--- config.mk ---
export PLATFORM = sky130hd
export DESIGN_NAME = multiword_add_ctrl
export DESIGN_NICKNAME = d
export VERILOG_FILES = /design/src/rtl/mwadd_pkg.sv /design/src/rtl/multiword_add_ctrl.sv
export SDC_FILE = /design/constraint.sdc
export NUM_CORES = 1
export LEC_CHECK = 0
export BUFFER_PORTS_ARGS = -buffer_cell sky130_fd_sc_hd__buf_2
export CAP_MARGIN = 25
export CORE_MARGIN = 10
export CORE_UTILIZATION = 50
export DETAILED_ROUTE_END_ITERATION = 16
export PLACE_DENSITY = 0.8
export SETUP_SLACK_MARGIN = 0.15
export SLEW_MARGIN = 20
export SYNTH_ARGS = -nofsm -noshare
export SYNTH_HDL_FRONTEND = slang
export SYNTH_SLANG_ARGS = --single-unit
--- constraint.sdc ---
create_clock -name clk -period 2.19 [get_ports clk]
set_input_delay 0.219 -clock clk [delete_from_list [all_inputs] [get_ports clk]]
set_output_delay 0.219 -clock clk [all_outputs]
set_load 0.05 [all_outputs]
--- src/rtl/mwadd_pkg.sv ---
// Shared definitions for the multiword add sequencer.
//   mwadd_state_t : sequencer state encoding (IDLE / RUN / DONE)
//   MWADD_N       : default width of the external adder slice
//   MWADD_WORDS   : default number of slice-wide words per operand
package mwadd_pkg;

    typedef enum logic [1:0] {
        ST_IDLE = 2'd0,
        ST_RUN  = 2'd1,
        ST_DONE = 2'd2
    } mwadd_state_t;

    localparam int MWADD_N     = 32;
    localparam int MWADD_WORDS = 2;

endpackage

--- src/rtl/multiword_add_ctrl.sv ---
// Multiword add sequencer: walks a W = N*WORDS bit addition through an
// external N-bit combinational adder slice, one word per cycle, least
// significant word first, chaining the carry through a register.
//
// Optional feature: define MWADD_SUB_EN to add the in_sub port; a captured
// in_sub=1 feeds the slice with ~b and a forced carry-in of 1, giving a-b.
//
// Ports
//   clk, rst_n                  : clock, asynchronous active-low reset
//   in_valid/in_ready           : operand handshake (ready only in IDLE)
//   in_a, in_b, in_cin          : W-bit operands and carry-in
//   in_sub                      : subtract request (MWADD_SUB_EN only)
//   add_a, add_b, add_cin       : word operands driven to the adder slice
//   add_sum, add_cout, add_ovf  : same-cycle results from the adder slice
//   out_valid/out_ready         : result handshake (valid only in DONE)
//   out_sum, out_cout, out_ovf  : W-bit sum, top carry, signed overflow
module multiword_add_ctrl
    import mwadd_pkg::*;
#(
    parameter int N     = MWADD_N,
    parameter int WORDS = MWADD_WORDS
) (
    input  logic               clk,
    input  logic               rst_n,
    input  logic               in_valid,
    output logic               in_ready,
    input  logic [N*WORDS-1:0] in_a,
    input  logic [N*WORDS-1:0] in_b,
    input  logic               in_cin,
`ifdef MWADD_SUB_EN
    input  logic               in_sub,
`endif
    output logic [N-1:0]       add_a,
    output logic [N-1:0]       add_b,
    output logic               add_cin,
    input  logic [N-1:0]       add_sum,
    input  logic               add_cout,
    input  logic               add_ovf,
    output logic               out_valid,
    input  logic               out_ready,
    output logic [N*WORDS-1:0] out_sum,
    output logic               out_cout,
    output logic               out_ovf
);

    localparam int W     = N * WORDS;
    localparam int IDX_W = (WORDS > 1) ? $clog2(WORDS) : 1;

    mwadd_state_t     state, state_nxt;
    logic [W-1:0]     a_q, b_q;
    logic             cin_q;
    logic             sub_q;
    logic [IDX_W-1:0] idx;
    logic             carry_q;
    logic [W-1:0]     sum_q;
    logic             cout_q, ovf_q;

    logic             accept;
    logic             last_word;
    logic [N-1:0]     a_word, b_word;
    logic             first_cin;

    assign accept    = in_valid && in_ready;
    assign last_word = (idx == IDX_W'(WORDS - 1));
    assign a_word    = a_q[int'(idx)*N +: N];
    assign b_word    = b_q[int'(idx)*N +: N];

    // Subtraction is a + ~b + 1, so the first word's carry-in is forced high.
    assign first_cin = sub_q ? 1'b1 : cin_q;

    assign out_sum  = sum_q;
    assign out_cout = cout_q;
    assign out_ovf  = ovf_q;

    always_ff @(posedge clk or negedge rst_n) begin
        if (!rst_n) begin
            state <= ST_IDLE;
        end else begin
            state <= state_nxt;
        end
    end

    always_comb begin
        state_nxt = state;
        in_ready  = 1'b0;
        out_valid = 1'b0;
        add_a     = '0;
        add_b     = '0;
        add_cin   = 1'b0;
        case (state)
            ST_IDLE: begin
                // State is already IDLE while reset is held; gating with
                // rst_n keeps the handshake closed until reset releases.
                in_ready = rst_n;
                if (accept) begin
                    state_nxt = ST_RUN;
                end
            end
            ST_RUN: begin
                add_a   = a_word;
                add_b   = sub_q ? ~b_word : b_word;
                add_cin = (idx == '0) ? first_cin : carry_q;
                if (last_word) begin
                    state_nxt = ST_DONE;
                end
            end
            ST_DONE: begin
                out_valid = 1'b1;
                if (out_ready) begin
                    state_nxt = ST_IDLE;
                end
            end
            default: begin
                state_nxt = ST_IDLE;
            end
        endcase
    end

    always_ff @(posedge clk or negedge rst_n) begin
        if (!rst_n) begin
            a_q     <= '0;
            b_q     <= '0;
            cin_q   <= 1'b0;
            idx     <= '0;
            carry_q <= 1'b0;
            sum_q   <= '0;
            cout_q  <= 1'b0;
            ovf_q   <= 1'b0;
        end else if (accept) begin
            a_q     <= in_a;
            b_q     <= in_b;
            cin_q   <= in_cin;
            idx     <= '0;
            carry_q <= 1'b0;
        end else if (state == ST_RUN) begin
            sum_q[int'(idx)*N +: N] <= add_sum;
            carry_q                 <= add_cout;
            if (last_word) begin
                idx    <= '0;
                cout_q <= add_cout;
                ovf_q  <= add_ovf;
            end else begin
                idx <= idx + 1'b1;
            end
        end
    end

`ifdef MWADD_SUB_EN
    always_ff @(posedge clk or negedge rst_n) begin
        if (!rst_n) begin
            sub_q <= 1'b0;
        end else if (accept) begin
            sub_q <= in_sub;
        end
    end
`else
    assign sub_q = 1'b0;
`endif

endmodule
==> results.env <==
DIE_HEIGHT_UM=150.0
ROUTED_WIRE_LENGTH_PER_INSTANCE_UM=19.37
CTS_ROOT_BUFFER='sky130_fd_sc_hd__clkbuf_16'
GRT_PASS1_WL_UM=32710
HOLD_VIOLATIONS=0
TIMING.CRITICAL_PATH.SLOWEST_STAGE_CELL='sky130_fd_sc_hd__dfrtp_4'
FINAL-SEQ-AREA_MM2=0.004986
FP.COREAREA_MM2=0.01658
TOTALNEGATIVESETUPSLACK_NS=0
YOSYSSEQAREASHARE_PCT=58.91
POSTROUTEANTENNANETS=0
SYNTH_SEQ_CELLS=199
CRITICAL-PATH-MAX-STAGE-DELAY_NS=0.58
TIMING.MAX_CAP.VIOLATIONS=0
FINAL.SETUP_SKEW_NS=0.009655
FMAX_MHz=495.5
NUMCTSBUFFERS=17
CTS.PATH.MAX_BUFFERS=2
STARTING_UTILIZATION_OF_THE_CORE_AREA_PCT=50.97
STD_CELL_ROWS=47
TIGHTESTPINTRANSITION_NS=0.6494
GRT_MAX_DEGREE=122
SLEW_VIOLATIONS=0
VIA_COUNT=5621
CRIT-REG2REG-LAUNCH='state[0]'
GRT_UTIL_ALL_LAYERS_PCT=18.31
ROUTE.FINAL.WIRE_LENGTH_UM=21540
SETUP.REG_TO_REG.WORST_SLACK_NS=0.41
END_KIND='output port'
AREA_DELTA_SYNTH_FINAL_PCT=29.96
CHIPWIDTH_UM=150.0
SYNTHESIS.AREA_PER_INSTANCE_UM2=14.57
GRT_OVERFLOW=0
ROUTABILITYCONGESTION=0.8330
CP_DATA_REQUIRED_TIME_NS=1.97
DETAIL_ROUTE.VIAS_PER_CELL=5.055
FINISH_STAGE_SETUP_VIOLS=0
PATH_MAX_FANOUT=18
GRT_ANTENNA_BEFORE_REPAIR=1
FINISH.CELL_COUNT_WITHOUT_FILLERS=1112
WORST_SETUP_PATH_ENDPOINT='add_a[22]'
CRITPATHLAUNCH='idx'
DRT_FIRST_ITER_VIOLATIONS=183
FP.DIEAREA_MM2=0.02251
DRCVIOLATIONCOUNT=0
NUMBER_OF_STANDARD_CELLS_AFTER_SYNTHESIS=580
DISTINCT_CELL_TYPE_COUNT_OF_THE_SYNTHESIZED_NETLIST=21
CELLLEAKAGEPOWER_nW=5.321
DR.PASS1.ITERS=4
DP.CELLS=1074
LAYOUT.NETS=1046
SYNTHESIS.AREA_MM2=0.008453
PORT_BUFFERS=299
VDD_IR_DROP_MAX_mV=1.080
CP_CELL_SEQUENCE='clkbuf_16 > mux2i_1 > nor2_1 > buf_6'
CLOCK_SINK_COUNT=199
WORSTREG2REGEND='a_q[36]'
BOUNDARYPINS=300
WORSTSETUPPATHTYPE='flop to output port'
MULTI_INPUT_COMB_AREA_MM2=0.003227
CLOCK_TREE.HTREE_LEVEL_COUNT=4
WORST_SLEW_MARGIN_REL_PCT=56.71
SYN_NETS=747
FINALWORSTPATHREQUIREDPERIOD_NS=2.018
CELLPOWERDENSITY_mW_PER_MM2=1832
CLK_LATENCY_NS=0.43
FILLERS=1240
STATUS='finished clean'
FINAL.PERIOD_UTILIZATION_PCT=92.16
TYPE_OF_THE_MOST_CRITICAL_HOLD_PATH='primary input to flop'
DP.FINAL_HPWL_UM=15730
CRITPATHARRIVALTIME_NS=1.80
CTS.REPORTEDPATHS.CLKPINSLEW_NS=0.08
REG2REG_DEPTH=3
POST_ROUTE_CELLS_DRIVE_ABOVE_1_SHARE_PCT=61.28
CP-START-KIND='flop'
SETUP_REPAIR_AFTER_GLOBAL_ROUTING_MISSED_ITS_MARGIN='yes'
SYNTH.YOSYS.WARNINGS=0
GRT_PASS1_VIAS=6065
TRITONCTS='built'
## layout make-up
class	instances	share of cell area (%)
clock inverter	14	1.469
tap	220	2.506
clock buffer	17	3.872
timing repair buffer	317	17.27
inverter	3	0.1025
multi-input combinational	341	29.37
sequential	199	45.39
antenna	1	0.02278
## flip-flops by register name (all words and copies together) (netlist names)
register,count
out_ovf,1
cin_q,1
out_cout,1
a_q,64
out_sum,64
carry_q,1
state,2
idx,1
b_q,64
## cell families after synthesis
logic type | Yosys count | synth area share, %
and+or+nand+nor | 76 | 3.878
AOI/OAI and AO/OA | 5 | 0.3848
muxes | 260 | 33.67
DFF | 199 | 58.91
buffers and inverters | 40 | 3.153
## worst max-delay path: cells and delay by family (launching register included)
kind | cells | cell delay (ns)
DFF | 1 | 0.58
and+or+nand+nor | 1 | 0.20
buffers and inverters | 2 | 0.44
muxes | 1 | 0.13
## per-stage QoR
stage          worst slack [ns]  hold WS (ns)  power (mW)  area, um^2  util [%]
2_1_floorplan            0.2403      -0.07659       14.33        8453         -
3_3_place_gp             0.4557       0.04667       16.63       10180     61.42
3_5_place_dp             0.4072       0.04572       16.86       10180     61.42
4_1_cts                  0.1298     0.0001111       20.14       10890     65.64
5_1_grt                  0.1222      0.003364       21.18       10980     66.23
6_report                 0.1717       0.01964       20.12       10990     66.24
## cell usage after synthesis
library cell	instances	area (um^2)
sky130_fd_sc_hd__dfrtp_1	199	4980
sky130_fd_sc_hd__mux2_2	195	2196
sky130_fd_sc_hd__mux2i_1	65	650.6
sky130_fd_sc_hd__nor2_1	65	244.0
sky130_fd_sc_hd__buf_2	15	75.07
sky130_fd_sc_hd__buf_6	11	123.9
sky130_fd_sc_hd__clkbuf_1	7	26.28
sky130_fd_sc_hd__buf_4	4	30.03
sky130_fd_sc_hd__inv_1	3	11.26
sky130_fd_sc_hd__nand2b_1	3	18.77
sky130_fd_sc_hd__nand3b_1	3	22.52
sky130_fd_sc_hd__a21o_1	1	7.510
sky130_fd_sc_hd__a21oi_1	1	5.000
sky130_fd_sc_hd__a22oi_1	1	7.510
sky130_fd_sc_hd__and4bb_2	1	12.51
sky130_fd_sc_hd__nand2_1	1	3.750
sky130_fd_sc_hd__nor2b_1	1	6.260
sky130_fd_sc_hd__nor3b_1	1	7.510
sky130_fd_sc_hd__nor3b_2	1	12.51
sky130_fd_sc_hd__o211ai_1	1	7.510
sky130_fd_sc_hd__o21ai_0	1	5.000
## worst min path at each step
stage	from	to	slack, ns	cells past startpoint
2_1_floorplan	rst_n	a_q[0]	-0.08	0
3_3_place_gp	rst_n	out_sum[0]	0.05	1
3_5_place_dp	rst_n	out_sum[0]	0.05	1
4_1_cts	in_a[13]	a_q[13]	0.0001	2
5_1_grt	in_a[29]	a_q[29]	0.003	2
6_report	in_a[15]	a_q[15]	0.02	2
## cells in the final DEF, fill, tap and decap left out, drive strengths merged
master / count
mux2i: 65
nand2: 1
clkbuf: 33
o21ai: 1
a21oi: 1
nand3b: 3
nand2b: 3
mux2: 195
a21o: 1
clkinvlp: 2
dlygate4sd3: 4
bufinv: 1
diode: 1
buf: 297
and4bb: 1
a22oi: 1
nor2: 65
dfrtp: 199
nor2b: 1
nor3b: 2
inv: 10
clkinv: 4
o211ai: 1
## repair_timing
action                                 in CTS  in global routing
cloned                                      0                  2
resized for setup                          28                 17
buffers inserted                            0                  0
setup endpoints to repair                  63                 26
endpoints found under the hold margin     118                  0
hold buffers                                4                  0
## where the power goes
part / switching, mW / total [mW] / internal [mW] / leakage [nW]
sequential: 1.00 / 6.58 / 5.57 / 2.34
clock: 1.48 / 3.10 / 1.62 / 0.282
combinational: 6.63 / 10.4 / 3.82 / 2.70
total: 9.11 / 20.1 / 11.0 / 5.32
## metal layers
metal	vias up	track usage (%)	routed length [um]
met3	21	7.518	2039
met2	188	29.58	10580
met4	2	5.539	276
met5	-	0	8
met1	2776	21.99	8636
li1	2634	-	-
(Power assumes the default switching activity.)
